$ cat config.mk
export PLATFORM = sky130hd
export DESIGN_NAME = dual_input_conditioner
export DESIGN_NICKNAME = d
export VERILOG_FILES = /design/src/rtl/cond_pkg.sv /design/src/rtl/debounce_ch.sv /design/src/rtl/dual_input_conditioner.sv
export SDC_FILE = /design/constraint.sdc
export NUM_CORES = 1
export LEC_CHECK = 0
export CAP_MARGIN = 0
export CORE_ASPECT_RATIO = 1.25
export CORE_MARGIN = 5
export CORE_UTILIZATION = 56
export DETAILED_ROUTE_END_ITERATION = 6
export PLACE_DENSITY = 0.92
export SYNTH_ARGS = -nofsm -noshare
export SYNTH_HDL_FRONTEND = slang
export SYNTH_SLANG_ARGS = --single-unit
export TNS_END_PERCENT = 1
$ cat constraint.sdc
create_clock -name clk -period 1.9 [get_ports clk]
set_input_delay 0.38 -clock clk [delete_from_list [all_inputs] [get_ports clk]]
set_output_delay 0.38 -clock clk [all_outputs]
set_load 0.1 [all_outputs]
$ cat src/rtl/cond_pkg.sv
// Shared types for the dual input conditioner: debounce FSM state encoding
// and a small state classification helper.
package cond_pkg;

   typedef enum logic [1:0] {
      IDLE_LOW  = 2'd0,
      WAIT_HIGH = 2'd1,
      IDLE_HIGH = 2'd2,
      WAIT_LOW  = 2'd3
   } deb_state_t;

   function automatic logic is_idle(input deb_state_t st);
      return (st == IDLE_LOW) || (st == IDLE_HIGH);
   endfunction

endpackage

$ cat src/rtl/debounce_ch.sv
// One conditioning channel: S-stage synchronizer followed by a debounce FSM
// that accepts a new level only after D consecutive agreeing samples.
module debounce_ch
   import cond_pkg::*;
#(
   parameter int S = 2,
   parameter int D = 16
) (
   input  logic clk,
   input  logic rst_n,
   input  logic raw,
   output logic level,
   output logic rise,
   output logic fall,
   output logic idle
);

   localparam int CNT_W = $clog2(D + 1);
   localparam logic [CNT_W-1:0] CNT_ZERO = {CNT_W{1'b0}};
   localparam logic [CNT_W-1:0] CNT_ONE  = CNT_W'(1);
   localparam logic [CNT_W-1:0] CNT_LAST = CNT_W'(D - 1);

   logic [S-1:0]     sync_q;
   logic             sync_s;
   deb_state_t       state_q, state_d;
   logic [CNT_W-1:0] cnt_q, cnt_d;
   logic             level_q, level_d;
   logic             rise_q, rise_d;
   logic             fall_q, fall_d;

   assign sync_s = sync_q[S-1];

   // synchronizer chain: raw enters bit 0, the FSM only ever sees the last stage
   always_ff @(posedge clk or negedge rst_n) begin
      if (!rst_n) begin
         sync_q <= {S{1'b0}};
      end else begin
         sync_q <= {sync_q[S-2:0], raw};
      end
   end

   // FSM, counter and registered outputs
   always_ff @(posedge clk or negedge rst_n) begin
      if (!rst_n) begin
         state_q <= IDLE_LOW;
         cnt_q   <= CNT_ZERO;
         level_q <= 1'b0;
         rise_q  <= 1'b0;
         fall_q  <= 1'b0;
      end else begin
         state_q <= state_d;
         cnt_q   <= cnt_d;
         level_q <= level_d;
         rise_q  <= rise_d;
         fall_q  <= fall_d;
      end
   end

   // next-state logic; CNT_LAST==0 (D=1) accepts straight from the idle state
   always_comb begin
      state_d = state_q;
      cnt_d   = cnt_q;
      level_d = level_q;
      rise_d  = 1'b0;
      fall_d  = 1'b0;
      case (state_q)
         IDLE_LOW: begin
            if (sync_s && (CNT_LAST == CNT_ZERO)) begin
               state_d = IDLE_HIGH;
               level_d = 1'b1;
               rise_d  = 1'b1;
               cnt_d   = CNT_ZERO;
            end else if (sync_s) begin
               state_d = WAIT_HIGH;
               cnt_d   = CNT_ONE;
            end else begin
               cnt_d   = CNT_ZERO;
            end
         end
         WAIT_HIGH: begin
            if (!sync_s) begin
               state_d = IDLE_LOW;
               cnt_d   = CNT_ZERO;
            end else if (cnt_q == CNT_LAST) begin
               state_d = IDLE_HIGH;
               level_d = 1'b1;
               rise_d  = 1'b1;
               cnt_d   = CNT_ZERO;
            end else begin
               cnt_d   = cnt_q + CNT_ONE;
            end
         end
         IDLE_HIGH: begin
            if (!sync_s && (CNT_LAST == CNT_ZERO)) begin
               state_d = IDLE_LOW;
               level_d = 1'b0;
               fall_d  = 1'b1;
               cnt_d   = CNT_ZERO;
            end else if (!sync_s) begin
               state_d = WAIT_LOW;
               cnt_d   = CNT_ONE;
            end else begin
               cnt_d   = CNT_ZERO;
            end
         end
         WAIT_LOW: begin
            if (sync_s) begin
               state_d = IDLE_HIGH;
               cnt_d   = CNT_ZERO;
            end else if (cnt_q == CNT_LAST) begin
               state_d = IDLE_LOW;
               level_d = 1'b0;
               fall_d  = 1'b1;
               cnt_d   = CNT_ZERO;
            end else begin
               cnt_d   = cnt_q + CNT_ONE;
            end
         end
         default: begin
            state_d = IDLE_LOW;
            cnt_d   = CNT_ZERO;
            level_d = 1'b0;
         end
      endcase
   end

   assign level = level_q;
   assign rise  = rise_q;
   assign fall  = fall_q;
   assign idle  = is_idle(state_q);

endmodule

$ cat src/rtl/dual_input_conditioner.sv
// Two independent debounced switch inputs feeding and_gate, plus edge pulses
// and a flag that is high while neither channel is qualifying a change.
module dual_input_conditioner
   import cond_pkg::*;
#(
   parameter int SYNC_STAGES     = 2,
   parameter int DEBOUNCE_CYCLES = 16
) (
   input  logic clk,
   input  logic rst_n,
   input  logic raw_a,
   input  logic raw_b,
   output logic a,
   output logic b,
   output logic a_rise,
   output logic a_fall,
   output logic b_rise,
   output logic b_fall,
   output logic stable
);

   logic idle_a_s;
   logic idle_b_s;

   debounce_ch #(
      .S (SYNC_STAGES),
      .D (DEBOUNCE_CYCLES)
   ) u_deb_a (
      .clk   (clk),
      .rst_n (rst_n),
      .raw   (raw_a),
      .level (a),
      .rise  (a_rise),
      .fall  (a_fall),
      .idle  (idle_a_s)
   );

   debounce_ch #(
      .S (SYNC_STAGES),
      .D (DEBOUNCE_CYCLES)
   ) u_deb_b (
      .clk   (clk),
      .rst_n (rst_n),
      .raw   (raw_b),
      .level (b),
      .rise  (b_rise),
      .fall  (b_fall),
      .idle  (idle_b_s)
   );

   assign stable = idle_a_s & idle_b_s;

endmodule
# Word-level counts from Yosys, hierarchy flattened
# Cells that the tools add are included.
# W data, S select, Z words.
# word_totals
ram_bits	0
mem_count	0
ff_bits	24
mem_bits_ro	0
latch_bits	0
input_bits	4
# classes
bitwise	1
mul	0
addsub	2
eq_ne	24
muxes	46
div	0
n_lt_le_gt_ge	0
n_reduce_logical	10
shift	0
# op_table
cell	n
$pmux W5 S4	2
$mux W5	6
$mux W2	12
$mux W1	22
$ne A2 B1 Y1 const B	8
$pmux W2 S4	2
$add A5 B1 Y5 const B	2
$eq A5 B4 Y1 const B	2
$reduce_and A5 Y1	2
$eq A2 B2 Y1 const B	4
$ne A2 B2 Y1 const B	4
$reduce_and A4 Y1	2
$ne A3 B1 Y1 const B	2
$ne A3 B3 Y1 const B	2
$eq A2 B1 Y1 const B	2
$logic_not A2 Y1	2
$pmux W1 S2	2
$reduce_bool A2 Y1	2
$logic_or A1 B1 Y1	2
$and A1 B1 Y1	1

# Depth between registers and ports, before layout
# logic_depth
depth_word	4
depth_mapped	4

# Modules after synthesis
# A second synthesis with hierarchy kept.
# unflattened
cells_unflattened	75
hier_area_um2	958.4
# by_module_without_submodules
module	cells_each	area_each_um2	instances
debounce_ch (u_deb_a)	38	479.2	1
debounce_ch (u_deb_b)	36	473.0	1
dual_input_conditioner	1	6.3	1

# Worst setup path before layout
# Ideal clock, no wire load.
# synth_path
path_kind	reg-to-output
from	register u_deb_a.state_q[0]
to	output stable
arrival_time_ns	1.676
stages_incl_launch_ff	2
required_time_ns	1.520
slack_ns	-0.156
cell_sequence	dfrtp_1 nor2_1
# synth_between
elab_chain_cells	3
elab_cells_between_ends	4
# synth_rtl
element	line_no	rtl
start, declared	debounce_ch.sv:25	deb_state_t state_q, state_d;
start signal, assigned	debounce_ch.sv:51	state_q <= state_d;
$eq A2 B2 Y1 or $logic_not A2 Y1 (tied branches)	cond_pkg.sv:13	return (st == IDLE_LOW) || (st == IDLE_HIGH);
$logic_or A1 B1 Y1 (*)	cond_pkg.sv:13	
$and A1 B1 Y1 (*)	dual_input_conditioner.sv:51	assign stable = idle_a_s & idle_b_s;
end, declared	dual_input_conditioner.sv:19	output logic stable
# Every way passes the cells marked *; elsewhere a longest branch is shown, timed or not.

# Final worst setup path
# Ends and elaborated chain as after synthesis.

==> results.txt <==
status = finished clean
full die area = 0.00263 mm²
worst hold path type = register to register
Fillers = 107
sw frac = 21.6%
Setup Buffers After CTS = 0
Root Buffer = clkbuf_4
min cycle time layout = 1.49 ns
IO Port Bufs = 10
Setup WS pre-CTS = 0.481 ns
Die Height = 56.1 µm
CP max-delay cell = dfrtp_1
NetSw = 0.182 mW
WL per Instance = 15.0 µm
chip width = 46.9 µm
initial core utilization = 59.5%
critical path data required time = 1.52 ns
M3 GR Usage = 1.94%
clk sinks = 24
Initial DRC Count = 8
Yosys cell types = 27
Post-Place Cell Area = 0.00110 mm²
fin area = 0.00114 mm²
Core Box Area = 0.00160 mm²
clock share of power = 30.2%
P_leak = 0.515 nW
Max Cap Violations = 0
endpoints failing setup = 0
GP Congestion = 0.771
Worst Path Buf+Inv = 1
CTS hold repair buffers = 0
period utilization = 78.4%
CP Launch Type = register
layout cells sized above 1 = 20.9%
area grow syn2layout = 19.8%
Setup Skew = 0.000594 ns
area leader, netlist = dfrtp_1
DR DRC count = 0
Pint = 0.661 mW
CTS tree = built
ys flop type = dfrtp_1
Post-synth EDFFs = 0
Clk Latency, worst-skew pair = 0.30 ns
crit-path leading delay family = flip-flops
Mapped Area = 952 µm²
synth warn = 0
total grt overflow = 0
sequential-to-total area share from yosys stat = 63.1%
Clock Path Buffers = 2
final hold vios = 0
antenna viol nets, final = 0
syn_area_per_cell = 12.5 µm²
gr busiest metal = met2
CP Class = register to primary output
IO Count = 11
count of final max-slew check failures = 0
DRT Wirelength = 1.63 mm
Seq pwr share = 63.6%
cts repair resizes = 0
row cnt = 16
vias in the first global route = 675
Syn Nets = 82
largest net degree at the start of global routing = 25
Yosys reg bits = 24
first-pass GRT wire length = 2.91 mm
TritonCTS Buffers = 3
crit path max fanout = 6
post-synthesis cell count = 76
Final Worst Setup Slack = 0.410 ns
initial antenna violation count = 0
combinational power share = 6.2%
ANT cells = 0
setup_tns = 0 ns
Slew HR = 81.3%
via count = 619
global routing usage on met1 = 19.2%
most common library cells after synthesis = 24 x dfrtp_1, 7 x nor2_1, 5 x nand2_1, 4 x nand3_1
f_max = 671 MHz
largest cells by area after synthesis = dfrtp_1 63%, nor2_1 2.8%, xnor2_1 2.8%
global-route track usage on met2 = 24.7%
count leader, synth = dfrtp_1
drt pass-1 iters = 4
Worst Max-Slew Pin Slew = 0.278 ns
vias per inst = 5.68
peak supply drop = 0.593 mV
async set or reset register ratio after synthesis = 100%
placed wire-length estimate = 1.29 mm
unrepaired setup endpoints after global routing = false
CP Capture Type = primary output
crit path DAT = 1.11 ns
Reg clk slew, reported paths = 0.12 ns
slowest cell delay on critical path = 0.47 ns
Clock H-tree levels = 1
top cell type's share of synthesized area = 63.1%
PwrDens = 738 mW/mm²
critical path, cell by cell = nor2_2 -> buf_12
gr usage total = 15.0%
Post-layout nets = 98
-- worst paths after layout --
check	start	to	slack, ns	depth (start not counted)
worst max register to register	u_deb_b.cnt_q[0]	u_deb_b.level	0.48	4
worst max-delay path	u_deb_a.state_q[0]	stable	0.41	2
worst min-delay path	u_deb_b.sync_q[0]	u_deb_b.sync_q[1]	0.38	0
max in group asynchronous	rst_n	u_deb_a.cnt_q[1]	1.25	2
min in group asynchronous	rst_n	u_deb_b.state_q[0]	0.43	2
worst min register to register	u_deb_b.sync_q[0]	u_deb_b.sync_q[1]	0.38	0
-- stage by stage --
| stage | util (%) | hold WS, ns | power (mW) | std cells |
|---|---|---|---|---|
| 2_1_floorplan | - | 0.0844 | 0.569 | 76 |
| 3_3_place_gp | 69.0 | 0.337 | 0.595 | 105 |
| 3_5_place_dp | 69.0 | 0.349 | 0.599 | 105 |
| 4_1_cts | 71.3 | 0.377 | 0.853 | 109 |
| 5_1_grt | 71.3 | 0.395 | 0.883 | 109 |
| 6_report | 71.3 | 0.376 | 0.843 | 109 |
-- layout make-up --
class / count / area (µm²) / share of cell area [%]
tap: 18 / 22.5 / 1.97
inverter: 3 / 11.3 / 0.987
multi-input combinational: 49 / 343 / 30.0
timing repair buffer: 11 / 128 / 11.2
sequential: 24 / 601 / 52.6
clock buffer: 4 / 36.3 / 3.18
-- layout by cell type (no fill, tap or decap), drive strengths merged --
cell type      instances
and3                   1
ha                     2
o41ai                  1
nand2b                 2
o21ai                  1
and2                   2
a31oi                  1
clkbuf                 4
buf                    8
a211o                  1
and4b                  1
dfrtp                 24
nor4                   2
a21oi                  3
xor2                   3
nor3                   1
nand3                  5
xnor2                  3
inv                    3
nor3b                  3
nand2                  6
nor2                   7
o31a                   1
mux2                   3
clkdlybuf4s50          3
-- metal layers --
| metal | routed length, µm | vias to the layer above | share of wire (%) |
|---|---|---|---|
| li1 | - | 292 | - |
| met1 | 647 | 319 | 40 |
| met2 | 934 | 6 | 57 |
| met3 | 35 | 2 | 2.1 |
| met4 | 14 | 0 | 0.86 |
| met5 | 0 | - | 0 |
-- worst register-to-register path, cell delays in order, from the launching register on --
cell and delay (ns):
dfrtp_1 0.41, ha_1 0.24, nand3_2 0.14, o31a_1 0.31
a211o_1 0.23
-- kinds of logic after synthesis --
group / Yosys count / synth area share [%]
AOI/OAI and AO/OA: 8 / 5.52
and+or+nand+nor: 30 / 18.1
adders and majority gates: 2 / 2.63
DFF: 24 / 63.1
buffers and inverters: 3 / 1.18
xor gates and xnor gates: 6 / 5.52
muxes: 3 / 3.94
-- state kept, by name (all words and copies together) (netlist names), named ones only --
register	flops
u_deb_a.cnt_q	5
u_deb_a.rise	1
u_deb_a.fall	1
u_deb_b.rise	1
u_deb_b.sync_q	2
u_deb_a.sync_q	2
u_deb_a.state_q	1
u_deb_b.state_q	1
u_deb_a.level	1
u_deb_b.fall	1
u_deb_b.level	1
u_deb_b.cnt_q	5
-- power groups by stage --
stage	combinational, mW	sequential, mW	clock (mW)
2_1_floorplan	0.0264	0.542	0
3_3_place_gp	0.0507	0.544	0
3_5_place_dp	0.0530	0.546	0
4_1_cts	0.0530	0.536	0.264
5_1_grt	0.0588	0.539	0.286
6_report	0.0519	0.536	0.255
Power figures use the tool's default switching activity.
